## src/rtl/ahb2obi_pkg.sv

```systemverilog
// AHB-Lite -> OBI slave adapter: shared encodings and address-phase helpers.
package ahb2obi_pkg;

    typedef enum logic [1:0] {
        HT_IDLE   = 2'b00,
        HT_BUSY   = 2'b01,
        HT_NONSEQ = 2'b10,
        HT_SEQ    = 2'b11
    } htrans_e;

    typedef enum logic [2:0] {
        HS_BYTE = 3'd0,
        HS_HALF = 3'd1,
        HS_WORD = 3'd2
    } hsize_e;

    typedef enum logic [2:0] {
        S_IDLE,
        S_REQ,
        S_RSP,
        S_DONE,
        S_ERR1,
        S_ERR2
    } state_e;

    // Byte lanes touched by a transfer; anything wider than a word maps to all lanes.
    function automatic logic [3:0] be_decode(input logic [2:0] hsize, input logic [1:0] a);
        case (hsize)
            HS_BYTE: be_decode = 4'b0001 << a;
            HS_HALF: be_decode = 4'b0011 << {a[1], 1'b0};
            default: be_decode = 4'b1111;
        endcase
    endfunction

    // Transfer is naturally aligned and no wider than the 32-bit data bus.
    function automatic logic size_ok(input logic [2:0] hsize, input logic [1:0] a);
        case (hsize)
            HS_BYTE: size_ok = 1'b1;
            HS_HALF: size_ok = ~a[0];
            HS_WORD: size_ok = (a == 2'b00);
            default: size_ok = 1'b0;
        endcase
    endfunction

endpackage

```

## src/rtl/ahb2obi_slave_adapter.sv

```systemverilog
// AHB-Lite slave port turned into single outstanding OBI master requests.
// Optional build macro: AHB2OBI_RDATA_REG_EN registers the OBI response before it
// reaches the AHB side (one extra cycle, no obi_rdata_i -> hrdata_o path).
module ahb2obi_slave_adapter
    import ahb2obi_pkg::*;
#(
    parameter int ADDR_W        = 32,
    parameter bit ERR_UNALIGNED = 1'b1
) (
    input  logic              hclk_i,
    input  logic              hresetn_i,
    input  logic              hsel_i,
    input  logic [ADDR_W-1:0] haddr_i,
    input  logic [1:0]        htrans_i,
    input  logic              hwrite_i,
    input  logic [2:0]        hsize_i,
    input  logic [31:0]       hwdata_i,
    input  logic              hready_i,
    output logic              hreadyout_o,
    output logic              hresp_o,
    output logic [31:0]       hrdata_o,
    output logic              obi_req_o,
    input  logic              obi_gnt_i,
    output logic [ADDR_W-1:0] obi_addr_o,
    output logic              obi_we_o,
    output logic [3:0]        obi_be_o,
    output logic [31:0]       obi_wdata_o,
    input  logic              obi_rvalid_i,
    input  logic [31:0]       obi_rdata_i,
    input  logic              obi_err_i
);

    state_e              r_state;
    logic                r_obi_req;
    logic [ADDR_W-1:0]   r_obi_addr;
    logic                r_obi_we;
    logic [3:0]          r_obi_be;
    logic                r_hresp;
    logic                r_err;
    logic [31:0]         r_hrdata;

    logic                w_accept;
    logic                w_bad;
    logic                w_rsp_ok;
    logic                w_take;

    assign w_accept = hsel_i & hready_i &
                      ((htrans_i == HT_NONSEQ) | (htrans_i == HT_SEQ));
    assign w_bad    = ERR_UNALIGNED & ~size_ok(hsize_i, haddr_i[1:0]);

`ifdef AHB2OBI_RDATA_REG_EN
    assign w_rsp_ok = (r_state == S_DONE) & ~r_err;
    assign hrdata_o = r_hrdata;
`else
    assign w_rsp_ok = (r_state == S_RSP) & obi_rvalid_i & ~obi_err_i;
    // Read data flows straight through on the completing cycle, otherwise holds.
    assign hrdata_o = (w_rsp_ok & ~r_obi_we) ? obi_rdata_i : r_hrdata;
`endif

    // A new address phase is only sampled while our own data phase is idle or finishing.
    assign w_take = w_accept &
                    ((r_state == S_IDLE) | (r_state == S_ERR2) | w_rsp_ok);

    assign hreadyout_o = (r_state == S_IDLE) | (r_state == S_ERR2) | w_rsp_ok;
    assign hresp_o     = r_hresp;
    assign obi_req_o   = r_obi_req;
    assign obi_addr_o  = r_obi_addr;
    assign obi_we_o    = r_obi_we;
    assign obi_be_o    = r_obi_be;
    // The AHB master holds hwdata for the whole (stalled) data phase.
    assign obi_wdata_o = hwdata_i;

    // Transfer FSM; a captured address phase overrides the plain next state.
    always_ff @(posedge hclk_i or negedge hresetn_i) begin
        if (!hresetn_i) begin
            r_state    <= S_IDLE;
            r_obi_req  <= 1'b0;
            r_obi_addr <= '0;
            r_obi_we   <= 1'b0;
            r_obi_be   <= 4'b0000;
            r_hresp    <= 1'b0;
            r_err      <= 1'b0;
            r_hrdata   <= 32'h0;
        end else begin
            case (r_state)
                S_IDLE, S_ERR2: begin
                    r_state <= S_IDLE;
                    r_hresp <= 1'b0;
                end
                S_REQ: begin
                    if (obi_gnt_i) begin
                        r_obi_req <= 1'b0;
                        r_state   <= S_RSP;
                    end
                end
                S_RSP: begin
                    if (obi_rvalid_i) begin
                        r_err <= obi_err_i;
                        if (!obi_err_i && !r_obi_we) r_hrdata <= obi_rdata_i;
`ifdef AHB2OBI_RDATA_REG_EN
                        r_state <= S_DONE;
`else
                        if (obi_err_i) begin
                            r_state <= S_ERR1;
                            r_hresp <= 1'b1;
                        end else begin
                            r_state <= S_IDLE;
                        end
`endif
                    end
                end
                S_DONE: begin
                    if (r_err) begin
                        r_state <= S_ERR1;
                        r_hresp <= 1'b1;
                    end else begin
                        r_state <= S_IDLE;
                    end
                end
                S_ERR1:  r_state <= S_ERR2;
                default: r_state <= S_IDLE;
            endcase

            if (w_take) begin
                r_obi_addr <= {haddr_i[ADDR_W-1:2], 2'b00};
                r_obi_we   <= hwrite_i;
                r_obi_be   <= be_decode(hsize_i, haddr_i[1:0]);
                if (w_bad) begin
                    r_state   <= S_ERR1;
                    r_hresp   <= 1'b1;
                    r_obi_req <= 1'b0;
                end else begin
                    r_state   <= S_REQ;
                    r_hresp   <= 1'b0;
                    r_obi_req <= 1'b1;
                end
            end
        end
    end

endmodule

```

## config.mk

```make
export PLATFORM = sky130hd
export DESIGN_NAME = ahb2obi_slave_adapter
export DESIGN_NICKNAME = d
export VERILOG_FILES = /design/src/rtl/ahb2obi_pkg.sv /design/src/rtl/ahb2obi_slave_adapter.sv
export SDC_FILE = /design/constraint.sdc
export NUM_CORES = 1
export LEC_CHECK = 0
export ABC_AREA = 1
export BUFFER_PORTS_ARGS = -buffer_cell sky130_fd_sc_hd__buf_2
export CAP_MARGIN = 20
export CELL_PAD_IN_SITES_DETAIL_PLACEMENT = 0
export CELL_PAD_IN_SITES_GLOBAL_PLACEMENT = 1
export CORE_ASPECT_RATIO = 0.8
export CORE_MARGIN = 2
export CORE_UTILIZATION = 30
export DETAILED_ROUTE_END_ITERATION = 8
export GPL_ROUTABILITY_DRIVEN = 0
export PLACE_DENSITY = 0.81
export SETUP_SLACK_MARGIN = 0.15
export SYNTH_ARGS = -nofsm -noshare
export SYNTH_HDL_FRONTEND = slang
export SYNTH_SLANG_ARGS = --single-unit
```

## constraint.sdc

```tcl
create_clock -name hclk_i -period 1.9 [get_ports hclk_i]
set_clock_uncertainty 0.1 [all_clocks]
set_input_delay 0.38 -clock hclk_i [delete_from_list [all_inputs] [get_ports hclk_i]]
set_output_delay 0.38 -clock hclk_i [all_outputs]
set_load 0.01 [all_outputs]
```

* Word level (Yosys, flattened, before mapping) *
Index checks and enable logic that the tools add are counted.

storage, ports and cells
  output and inout port bits = 104
  bits of input ports = 109
  flip-flop bits (word level) = 73

cells by class
  equality and inequality tests = 13
  multiplexer cells = 20
  shifts and indexed selects = 2
  bitwise operators = 12
  reductions and logical operators = 15

operators with widths
  kind                                                                    number
  32-bit 2-to-1 mux                                                       1
  3-bit 2-to-1 mux                                                        6
  3-bit inequality test (second input constant)                           4
  3-bit one-hot mux with 4 select lines                                   1
  3-bit by 2-bit equality test with 1-bit output (second input constant)  3
  1-bit 2-to-1 mux                                                        9
  4-bit one-hot mux with 2 select lines                                   1
  1-bit bitwise AND                                                       6
  3-bit by 1-bit equality test with 1-bit output (second input constant)  2
  3-bit equality test (second input constant)                             2
  3-bit zero test                                                         2
  1-bit one-hot mux with 3 select lines                                   2
  2-bit AND reduction                                                     3
  2-bit equality test (second input constant)                             2
  4-bit AND reduction                                                     1
  2-bit nonzero test                                                      2
  4-bit nonzero test                                                      1
  1-bit by 2-bit left shift with 4-bit output (first input constant)      1
  2-bit by 2-bit left shift with 4-bit output (first input constant)      1
  1-bit NOT                                                               3
  1-bit bitwise OR                                                        3
  3-bit AND reduction                                                     1
  1-bit zero test                                                         2
  2-bit zero test                                                         1
  other kinds (2)                                                         2

* Logic depth before layout (Yosys ltp) *
  depth after elaboration = 7
  mapped depth = 10

* Worst setup path after synthesis *
OpenSTA, ideal clock, no wires.

  path kind = register to output
  start point = register r_state[2]
  end point = output port hrdata_o[10]
  arrival time = 1.215 ns
  slack = 0.205 ns
  stages on the path, launching flop included = 10
  data required time = 1.420 ns
  path through = dfrtp_1 inv_2 nand2_2 nor2_4 inv_2 nor2_4 nand2_2 buf_2 nand2_1 nand2_1

on the way
  longest elaborated chain between the ends = 5

RTL lines
  item                                            RTL line                     source
  start, declared                                 ahb2obi_slave_adapter.sv:33  state_e r_state;
  start signal, assigned                          ahb2obi_slave_adapter.sv:76  r_state <= S_IDLE;
  start signal, assigned                          ahb2obi_slave_adapter.sv:87  r_state <= S_IDLE;
  start signal, assigned                          ahb2obi_slave_adapter.sv:93  r_state <= S_RSP;
  3-bit by 2-bit equality test with 1-bit output  ahb2obi_slave_adapter.sv:55  assign w_rsp_ok = (r_state == S_RSP) & obi_rvalid_i & ~obi_err_i;
  1-bit bitwise AND (2 in series)                 ahb2obi_slave_adapter.sv:55
  1-bit bitwise AND                               ahb2obi_slave_adapter.sv:57  assign hrdata_o = (w_rsp_ok & ~r_obi_we) ? obi_rdata_i : r_hrdata;
  32-bit 2-to-1 mux                               ahb2obi_slave_adapter.sv:57
  end, declared                                   ahb2obi_slave_adapter.sv:21  output logic [31:0] hrdata_o,

Every way passes these cells.

* Worst setup path in the final report *
  start point = register r_state[2]
  end point = output port hrdata_o[31]

Same word-level chain as after synthesis.

==> results.yml <==
floorplan:
  die_x_um: 125
  start_util_pct: 30.6
  core-area_mm2: 0.0115
  num_rows: 35
  dieArea_mm2: 0.0126
  io_pins: 213
  die_h_um: 101
timing:
  setup_viol_count_final: 33
  min_period_ps: 2190
  rsz0062_at_grt: "yes"
  fin_crit_sh_pct: 115
  fmax_mhz: 457
  finalHoldViolCount: 0
  fin_tns_setup_ps: -8440
  postLayoutSetupSlackWorst_ps: -289
  final_max_slew_viol_count: 0
cells_and_area:
  nNetsFinal: 657
  antenna_cells: 0
  syn2layout_area_growth_pct: 31.3
  layout.cells.most_common: "nand2_1"
  seqCellArea_mm2: 0.00183
  n_fill_cell: 1175
  drive_above_1_share_pct: 36.7
  layout_common_cells: "nand2_1, buf_2, dfrtp_1"
  fin_util_pct: 40.2
  stdcell_area_mm2: 0.00461
  multi_input_area_mm2: 0.00132
pwr:
  power_mw: 7.16
  pwr-share-seq_pct: 36.2
  vdd_ir_drop_max_mv: 0.882
  switching_share_pct: 37.9
  power_leakage_nw: 2.75
  p_sw_mw: 2.72
  clock_power_share_pct: 21.7
  power_density_mw_per_mm2: 1550
  internal_power_mw: 4.45
  p_comb_share_pct: 42.1
cts:
  insertion_delay_ps: 320
  clock-sinks: 73
  numCtsBuffers: 9
  cts.htree.levels: 3
  ctsRootBufferMaster: "clkbuf_16"
  cts_tree: "done"
  cts_buffer_depth: 2
  path_clk_slew_ps: 60
global_route:
  antenna_found_initial: 0
  grt_start_max_net_pins: 38
  gr-total-overflow: 0
  grt_pass1_vias: 2912
  grt_usage_pct: 13.6
  grt_pass1_wl_um: 13800
min_path:
  min_path_type: "primary input to flop"
  hold-path-cell-count: 3
  min_from: "haddr_i[7]"
  min_to: "obi_addr_o[7]"
synthesis:
  synth_largest_area_cell: "dfrtp_1"
  ys_types: 25
  netlist_instances: 428
  synth_seq_cells: 73
  synth.avg_cell_area_um2: 8.21
  synth_seq_area_share_pct: 52.0
  yosys_warnings: 0
  yosysTopAreaCellShare_pct: 52.0
  synthTopCellsByArea: "dfrtp_1, nand2_1, nand3_1"
  synthesis.area_mm2: 0.00351
setup_path:
  crit_fanout: 32
  start_kind: "flop"
  regToRegStartpoint: "r_state[0]"
  critical_path_arrival_ps: 1710
  cpPeakStageDelay_ps: 380
  critPathKind: "flop to output pin"
  r2r_cells: 8
  critPathCaptureType: "output pin"
  reg2reg_slack_ps: 40
  cp.required_ps: 1420
  cp_top_family: "simple AND/OR/NAND/NOR gates"
  critical_path_buf_inv_count: 4
  worstReg2RegEnd: "obi_req_o"
  cp_cell_sequence: "inv_2, nand2_2, nor2_4, inv_2, nor2_4, nand2_2, buf_12, nand2_1, nand2_1, buf_2"
  worst_path_max_delay_cell: "dfrtp_1"
routing:
  wl_per_cell_um: 12.0
  ant_nets: 0
  viasPerCell: 4.39
  firstDrtPassIters: 4
  wirelength_um: 8390
  drcViolationCount: 0
  num_vias: 3074
  drtIter0Drc: 147
flow_run:
  drv_cap: 0
placed_design:
  placed_area_mm2: 0.00425
  portBuffers: 145
  dpl.hpwl_um: 6110
  place_ws_ps: 37.9
status:
  status: "finished with violations"
  violations: "setup timing"
-- kinds of logic (layout without fill, tap and decap cells) --
family | Yosys count | after routing | synth area share (%)
simple gates | 269 | 269 | 32.7
flops | 73 | 73 | 52.0
buf+inv | 69 | 193 | 12.2
compound gates | 16 | 16 | 3.03
other cells | 1 | 2 | 0.107
-- routing by layer --
layer	vias to the layer above	global-route usage (%)	part of all wire [%]
met1	1406	17.6	45
met4	0	4.53	1.4
met2	92	21.6	46
met3	16	4.56	7.1
met5	-	0	0
li1	1560	-	-
-- through the flow --
stage | hold slack (ps) | instances
floorplan | -15.6 | 429
detailed placement | 275 | 681
finish | 180 | 701
CTS | 164 | 700
global route | 172 | 701
global placement | 278 | 681
-- worst min-delay path, delay by kind of cell --
kind          cells  cell delay (ps)
buf+inv           1               70
simple gates      2              120
-- cell usage after synthesis --
library cell and count:
buf_4 36, nor2_1 7, nand2_1 182, nor2_4 2, o21a_1 1, nand3_1 67, clkbuf_1 6, a21boi_2 1
nand2_4 2, inv_1 13, nand3b_1 1, nand2_2 2, o211ai_1 1, nand4_2 1, o21ai_0 4, o21ai_2 4
buf_6 3, conb_1 1, dfrtp_1 73, and3_1 1, nor3_1 3, inv_2 2, nor2_2 1, a21oi_1 5
buf_2 9
-- sequential cells by signal (all words and copies together), names as in the netlist --
signal and flops:
obi_we_o 1, r_hrdata 32, obi_be_o 4, hresp_o 1, obi_addr_o 30, obi_req_o 1, r_state 3, r_err 1
-- power groups by stage --
stage          Sequential, mW  Combinational [mW]  Clock [mW]
2_1_floorplan            2.75                1.61           0
3_3_place_gp             2.58                2.91           0
3_5_place_dp             2.60                2.97           0
4_1_cts                  2.59                3.03        1.62
5_1_grt                  2.69                3.40        1.69
6_report                 2.59                3.01        1.55
-- worst max path at each step --
stage / startpoint / to / cells past startpoint
detailed placement: r_state[2] / hrdata_o[0] / 10
global route: r_state[2] / hrdata_o[31] / 9
CTS: r_state[2] / hrdata_o[0] / 10
floorplan: r_state[2] / hrdata_o[10] / 9
finish: r_state[2] / hrdata_o[31] / 10
global placement: obi_err_i / hrdata_o[4] / 8
-- cell type report --
class / count / area share (%)
Sequential cell: 73 / 39.6
Multi-Input combinational cell: 287 / 28.6
Timing Repair Buffer: 162 / 20.6
Clock buffer: 13 / 5.64
Tap cell: 148 / 4.01
Inverter: 15 / 1.22
Clock inverter: 3 / 0.325
-- timing repair --
item	4_1_cts	5_1_grt
resized for setup	4	11
hold buffers	1	0
pin swaps	1	0
buffers inserted	2	1
setup endpoints to repair	51	66
endpoints found under the hold margin	36	0
No activity file was read; power rests on OpenSTA's default activity.
